$ cat config.mk
export PLATFORM = sky130hd
export DESIGN_NAME = regfile_write_arbiter_flat
export DESIGN_NICKNAME = d
export VERILOG_FILES = /design/src/rtl/regfile_write_arbiter_if.sv /design/src/rtl/regfile_write_arbiter.sv /design/src/flat_wrapper.sv
export SDC_FILE = /design/constraint.sdc
export NUM_CORES = 1
export LEC_CHECK = 0
export ABC_AREA = 1
export BUFFER_PORTS_ARGS = -buffer_cell sky130_fd_sc_hd__buf_2
export CORE_ASPECT_RATIO = 1.5
export CORE_MARGIN = 2
export CORE_UTILIZATION = 45
export CTS_BUF_LIST = sky130_fd_sc_hd__clkbuf_4 sky130_fd_sc_hd__clkbuf_8
export DETAILED_ROUTE_END_ITERATION = 6
export PLACE_DENSITY = 0.83
export SYNTH_ARGS = -nofsm -noshare
export SYNTH_HDL_FRONTEND = slang
export SYNTH_SLANG_ARGS = --single-unit
export TNS_END_PERCENT = 100
$ cat constraint.sdc
create_clock -name clk -period 1.8 [get_ports clk]
set_input_delay 0.09 -clock clk [delete_from_list [all_inputs] [get_ports clk]]
set_output_delay 0.09 -clock clk [all_outputs]
set_load 0.01 [all_outputs]
$ cat src/rtl/regfile_write_arbiter_if.sv
// Signal bundle between the writeback requesters, the decode read path and the
// register-file write arbiter.
interface regfile_write_arbiter_if #(
  parameter int CNT_W = 16
);
  logic             hold;
  logic             alu_valid;
  logic [5:0]       alu_reg;
  logic [31:0]      alu_data;
  logic             alu_ready;
  logic             mem_valid;
  logic [5:0]       mem_reg;
  logic [31:0]      mem_data;
  logic             mem_ready;
  logic             write_en;
  logic [5:0]       wr_reg_num;
  logic [31:0]      write_data;
  logic [5:0]       rd_reg_num;
  logic [31:0]      rf_read_data;
  logic [31:0]      read_data;
  logic [CNT_W-1:0] conflict_cnt;
  logic             last_grant_dbg;

  // Requester/decode side.
  modport master (
    output hold,
    output alu_valid, alu_reg, alu_data,
    output mem_valid, mem_reg, mem_data,
    output rd_reg_num, rf_read_data,
    input  alu_ready, mem_ready,
    input  write_en, wr_reg_num, write_data,
    input  read_data, conflict_cnt, last_grant_dbg
  );

  // Arbiter side.
  modport slave (
    input  hold,
    input  alu_valid, alu_reg, alu_data,
    input  mem_valid, mem_reg, mem_data,
    input  rd_reg_num, rf_read_data,
    output alu_ready, mem_ready,
    output write_en, wr_reg_num, write_data,
    output read_data, conflict_cnt, last_grant_dbg
  );
endinterface

$ cat src/rtl/regfile_write_arbiter.sv
// Round-robin arbiter for the single register-file write port, with a one-stage
// registered write, decode-path bypass, x0/range filtering and a conflict counter.
module regfile_write_arbiter #(
  parameter int REG_FILE_SIZE = 32,
  parameter int CNT_W         = 16
) (
  input logic                   clk,
  input logic                   rst_n,
  regfile_write_arbiter_if.slave bus
);

  typedef enum logic {
    SRC_ALU = 1'b0,
    SRC_MEM = 1'b1
  } src_e;

  localparam logic [31:0]      RF_SIZE = 32'(REG_FILE_SIZE);
  localparam logic [CNT_W-1:0] CNT_MAX = '1;

  // Handshake: a requester raises valid without looking at ready and holds
  // reg/data stable; the transfer happens at the rising edge where valid & ready.
  src_e             last_grant_q, last_grant_d;
  logic             write_en_q, write_en_d;
  logic [5:0]       wr_reg_num_q, wr_reg_num_d;
  logic [31:0]      write_data_q, write_data_d;
  logic [CNT_W-1:0] conflict_cnt_q, conflict_cnt_d;

  logic             grant_alu;
  logic             grant_mem;
  logic             conflict;
  logic [5:0]       grant_reg;
  logic [31:0]      grant_data;
  logic             grant_legal;

  always_comb begin
    grant_alu = 1'b0;
    grant_mem = 1'b0;
    conflict  = 1'b0;
    // Ready is forced low while reset is asserted, independent of the clock.
    if (rst_n && !bus.hold) begin
      conflict = bus.alu_valid && bus.mem_valid;
      if (conflict) begin
        if (last_grant_q == SRC_MEM) grant_alu = 1'b1;
        else                         grant_mem = 1'b1;
      end else if (bus.alu_valid) begin
        grant_alu = 1'b1;
      end else if (bus.mem_valid) begin
        grant_mem = 1'b1;
      end
    end
  end

  always_comb begin
    grant_reg  = bus.alu_reg;
    grant_data = bus.alu_data;
    if (grant_mem) begin
      grant_reg  = bus.mem_reg;
      grant_data = bus.mem_data;
    end
    grant_legal = (grant_reg != 6'd0) && ({26'd0, grant_reg} < RF_SIZE);
  end

  always_comb begin
    last_grant_d   = last_grant_q;
    write_en_d     = 1'b0;
    wr_reg_num_d   = wr_reg_num_q;
    write_data_d   = write_data_q;
    conflict_cnt_d = conflict_cnt_q;

    if (grant_alu) last_grant_d = SRC_ALU;
    if (grant_mem) last_grant_d = SRC_MEM;

    // Illegal destinations are still accepted; only the enable is suppressed.
    if (grant_alu || grant_mem) begin
      write_en_d   = grant_legal;
      wr_reg_num_d = grant_reg;
      write_data_d = grant_data;
    end

    if (conflict && (conflict_cnt_q != CNT_MAX)) begin
      conflict_cnt_d = conflict_cnt_q + CNT_W'(1);
    end
  end

  always_ff @(posedge clk or negedge rst_n) begin
    if (!rst_n) begin
      last_grant_q   <= SRC_MEM;
      write_en_q     <= 1'b0;
      wr_reg_num_q   <= 6'd0;
      write_data_q   <= 32'd0;
      conflict_cnt_q <= '0;
    end else begin
      last_grant_q   <= last_grant_d;
      write_en_q     <= write_en_d;
      wr_reg_num_q   <= wr_reg_num_d;
      write_data_q   <= write_data_d;
      conflict_cnt_q <= conflict_cnt_d;
    end
  end

  always_comb begin
    bus.alu_ready      = grant_alu;
    bus.mem_ready      = grant_mem;
    bus.write_en       = write_en_q;
    bus.wr_reg_num     = wr_reg_num_q;
    bus.write_data     = write_data_q;
    bus.conflict_cnt   = conflict_cnt_q;
    bus.last_grant_dbg = last_grant_q;
    // The pending write is visible to decode one edge before it commits.
    if (write_en_q && (bus.rd_reg_num == wr_reg_num_q) && (bus.rd_reg_num != 6'd0)) begin
      bus.read_data = write_data_q;
    end else begin
      bus.read_data = bus.rf_read_data;
    end
  end

endmodule
$ cat src/flat_wrapper.sv
// flat-port wrapper written by rule: the top's interface ports become plain ports
module regfile_write_arbiter_flat 
#(
  parameter int REG_FILE_SIZE = 32,
  parameter int CNT_W         = 16
)
  (clk, rst_n, bus_hold, bus_alu_valid, bus_alu_reg, bus_alu_data, bus_mem_valid, bus_mem_reg, bus_mem_data, bus_rd_reg_num, bus_rf_read_data, bus_alu_ready, bus_mem_ready, bus_write_en, bus_wr_reg_num, bus_write_data, bus_read_data, bus_conflict_cnt, bus_last_grant_dbg);
  regfile_write_arbiter_if #(.CNT_W(CNT_W)) bus_i ();
  input logic clk;
  input logic rst_n;
  input wire logic [$bits(bus_i.hold)-1:0] bus_hold;
  input wire logic [$bits(bus_i.alu_valid)-1:0] bus_alu_valid;
  input wire logic [$bits(bus_i.alu_reg)-1:0] bus_alu_reg;
  input wire logic [$bits(bus_i.alu_data)-1:0] bus_alu_data;
  input wire logic [$bits(bus_i.mem_valid)-1:0] bus_mem_valid;
  input wire logic [$bits(bus_i.mem_reg)-1:0] bus_mem_reg;
  input wire logic [$bits(bus_i.mem_data)-1:0] bus_mem_data;
  input wire logic [$bits(bus_i.rd_reg_num)-1:0] bus_rd_reg_num;
  input wire logic [$bits(bus_i.rf_read_data)-1:0] bus_rf_read_data;
  output wire logic [$bits(bus_i.alu_ready)-1:0] bus_alu_ready;
  output wire logic [$bits(bus_i.mem_ready)-1:0] bus_mem_ready;
  output wire logic [$bits(bus_i.write_en)-1:0] bus_write_en;
  output wire logic [$bits(bus_i.wr_reg_num)-1:0] bus_wr_reg_num;
  output wire logic [$bits(bus_i.write_data)-1:0] bus_write_data;
  output wire logic [$bits(bus_i.read_data)-1:0] bus_read_data;
  output wire logic [$bits(bus_i.conflict_cnt)-1:0] bus_conflict_cnt;
  output wire logic [$bits(bus_i.last_grant_dbg)-1:0] bus_last_grant_dbg;
  assign bus_i.hold = bus_hold;
  assign bus_i.alu_valid = bus_alu_valid;
  assign bus_i.alu_reg = bus_alu_reg;
  assign bus_i.alu_data = bus_alu_data;
  assign bus_i.mem_valid = bus_mem_valid;
  assign bus_i.mem_reg = bus_mem_reg;
  assign bus_i.mem_data = bus_mem_data;
  assign bus_i.rd_reg_num = bus_rd_reg_num;
  assign bus_i.rf_read_data = bus_rf_read_data;
  assign bus_alu_ready = bus_i.alu_ready;
  assign bus_mem_ready = bus_i.mem_ready;
  assign bus_write_en = bus_i.write_en;
  assign bus_wr_reg_num = bus_i.wr_reg_num;
  assign bus_write_data = bus_i.write_data;
  assign bus_read_data = bus_i.read_data;
  assign bus_conflict_cnt = bus_i.conflict_cnt;
  assign bus_last_grant_dbg = bus_i.last_grant_dbg;
  regfile_write_arbiter #(.REG_FILE_SIZE(REG_FILE_SIZE), .CNT_W(CNT_W)) u_core (.clk(clk), .rst_n(rst_n), .bus(bus_i));
endmodule
==> run metrics <==
outcome finished, violations left; failing checks setup timing; grt met2 use 53.0%; Fmax 0.502 GHz; final hold viol count 0; number of synthesized flops with an enable pin 0; worst skew pair latency 310 ps; CTS clk-pin slew, worst paths 100 ps; total gr overflow 0; number of buffers created by CTS 5; Reg2Reg Depth 8; synthesized area per cell 6.85 sq um; reg2reg setup slack 160 ps; CTS Buffer Depth 2; post-synthesis register bit count 56; sequential share of the synthesized area 41.1%; Max stage delay on crit path 440 ps; cell family contributing the most delay on the critical path simple AND/OR/NAND/NOR gates; row cnt 38; final worst-path cycle share 111%; share of layout cells above drive strength 1 36.3%; Slew Viols, Final 0; commonest cells after routing, fill and taps aside nand2_1, buf_2, dfrtp_1; CP Class flop to output port; Synth Instances 499; GPL Wtd Cong 0.882; Synth cell types 30; ys async rst share 100%; number of remaining DRC errors 0; final WL 14,700 microns; CTS tree built; first-pass GRT wire length 20,600 microns; routed vias 4,691; maximum VDD drop 0.588 mV; Period minus WS final 1990 ps; Layout area overhead 56.8%; HP Start bus_alu_data[6]; DR pass1 iterations 5; antenna viol nets, final 0; Post-Synthesis Net Count 619; DIE HEIGHT 111 microns; Worst Path Max Fanout 16; largest net degree at the start of global routing 36; grt peak-use layer met2; element type at the critical path end output port; CTS sink cnt 56; # port buffers 208; pwr dens 713 nW/um^2; Max-Cap Viols 0; most common cell after layout, fill and taps aside nand2_1; CP cell instances nand2_1 -> nand2_2 -> nor3_4 -> buf_6 -> nand3_4 -> clkbuf_16 -> nand2_1 -> nand2_1 -> buf_2; vias in the first global route 4,319; met1 Use GR 35.7%; antenna violations before repair 1; Critical Path RT 1710 ps; yosys warns 0; RSZ-0062 raised after global routing true; die footprint 8320 sq um; GR Util All Layers 31.6%; core area 7270 sq um; CTS root buf clkbuf_8; ys flop type dfrtp_1; Power Total 3.82 mW; Iteration-0 DRC Markers 637; # IOs 209; Leakage 2.96 nW; H-tree levels 2; cell mode on critical path nand2_1; reg2reg start u_core.bus.conflict_cnt[0]; DIE WIDTH 75.1 microns; Tightest Pin Transition 443 ps; grt met3 use 8.64%; Netlist Area Pre-Place 3420 sq um; # setup viols final 32; critical path's slowest cell dfrtp_1; Initial Util 47.0%; final setup margin -190 ps; crit path DAT 1900 ps; Hold Path End u_core.bus.write_data[6]; dpl hpwl 9160 microns; worst min-delay path class input port to flop; Worst R2R End u_core.bus.conflict_cnt[0]; CP bufs+invs 3; nets 866; Slew headroom 70.5%; CP startpoint kind flop; DR vias/cell 5.53; drt wl/cell 17.3 microns; total negative slack -3900 ps; clk_skew 11.4 ps; WHS Path Cells 3
==> per-stage QoR <==
step | instance area, sq um | utilization, % | hold WS [ps] | instances | setup WS (ps)
final | 5360 | 73.6 | 8.48 | 848 | -190
after global routing | 5360 | 73.6 | 3.70 | 848 | -269
after CTS | 5080 | 69.9 | 0.827 | 839 | -29.2
after detailed placement | 4570 | 62.9 | 156 | 793 | 85.7
after global placement | 4570 | 62.9 | 134 | 793 | 201
after floorplan | 3420 | - | -206 | 499 | 221
==> cells in the mapped netlist, drive strengths merged, types with 2 or more instances <==
cell type / instances / area (sq um)
buf: 24 / 133
clkinv: 2 / 7.51
dfrtp: 55 / 1380
inv: 25 / 96.3
nand2: 256 / 971
nand3: 43 / 230
nand4: 37 / 238
nor2: 22 / 87.6
nor3: 3 / 31.3
o21ai: 12 / 60.1
xnor2: 8 / 70.1
xor2: 5 / 43.8
==> sequential cells by signal (all words and copies together), names as in the netlist <==
name	count
u_core.bus.wr_reg_num	6
u_core.bus.write_data	32
u_core.bus.last_grant_dbg	1
u_core.bus.write_en	1
u_core.bus.conflict_cnt	16
==> repair_timing <==
action,in CTS,in global routing
hold buffers,38,1
endpoints found under the setup margin,33,48
hold endpoints to repair,78,1
gates resized for setup,11,37
setup buffers,0,3
cloned,0,4
pin swaps,0,4
==> kinds of logic after synthesis <==
family	after synthesis	share of synthesized area [%]
AO/OA/AOI/OAI	15	2.31
XOR/XNOR	13	3.33
buffers and inverters	51	6.92
flip-flops	56	41.1
AND/OR/NAND/NOR	363	46.0
adder cells (fa/ha/maj)	1	0.366
==> worst reg2reg max path, stage by stage, from the launching register on <==
cell,delay [ps]
dfrtp_2,430
ha_2,240
nand3_2,130
nor3_4,180
nand3_2,150
nand2_8,160
inv_4,110
nand2_1,90
nand2_1,50
==> cell type report <==
type / count / area, sq um
clock buffers: 7 / 83.8
inverters: 27 / 105
multi-input cells: 392 / 1880
well taps: 100 / 125
repair buffers: 264 / 1750
fillers: 514 / 1920
flip-flops and latches: 56 / 1400
diodes: 1 / 2.50
clock inverters: 1 / 5.00
==> how the worst max path moves through the flow <==
stage                               start                           to  depth (start not counted)
6_report         u_core.bus.wr_reg_num[5]            bus_read_data[18]                          9
3_3_place_gp   u_core.bus.conflict_cnt[0]  u_core.bus.conflict_cnt[13]                          8
5_1_grt          u_core.bus.wr_reg_num[0]            bus_read_data[18]                          8
4_1_cts          u_core.bus.wr_reg_num[3]             bus_read_data[7]                          7
3_5_place_dp   u_core.bus.conflict_cnt[0]  u_core.bus.conflict_cnt[13]                          8
2_1_floorplan  u_core.bus.conflict_cnt[0]   u_core.bus.conflict_cnt[8]                          9
==> where the power goes <==
| group | leakage (nW) | internal [mW] | switching (mW) |
|---|---|---|---|
| Sequential | 0.706 | 1.48 | 0.229 |
| Combinational | 2.20 | 0.610 | 0.805 |
| Clock | 0.0491 | 0.305 | 0.393 |
| Total | 2.96 | 2.39 | 1.43 |
==> routing by layer <==
metal	share of wire (%)	vias to the layer above
met5	0	-
met3	11	104
met2	49	365
li1	-	2102
met1	32	2120
met4	6.7	0
Note: power is estimated with default switching activity, not from simulation.
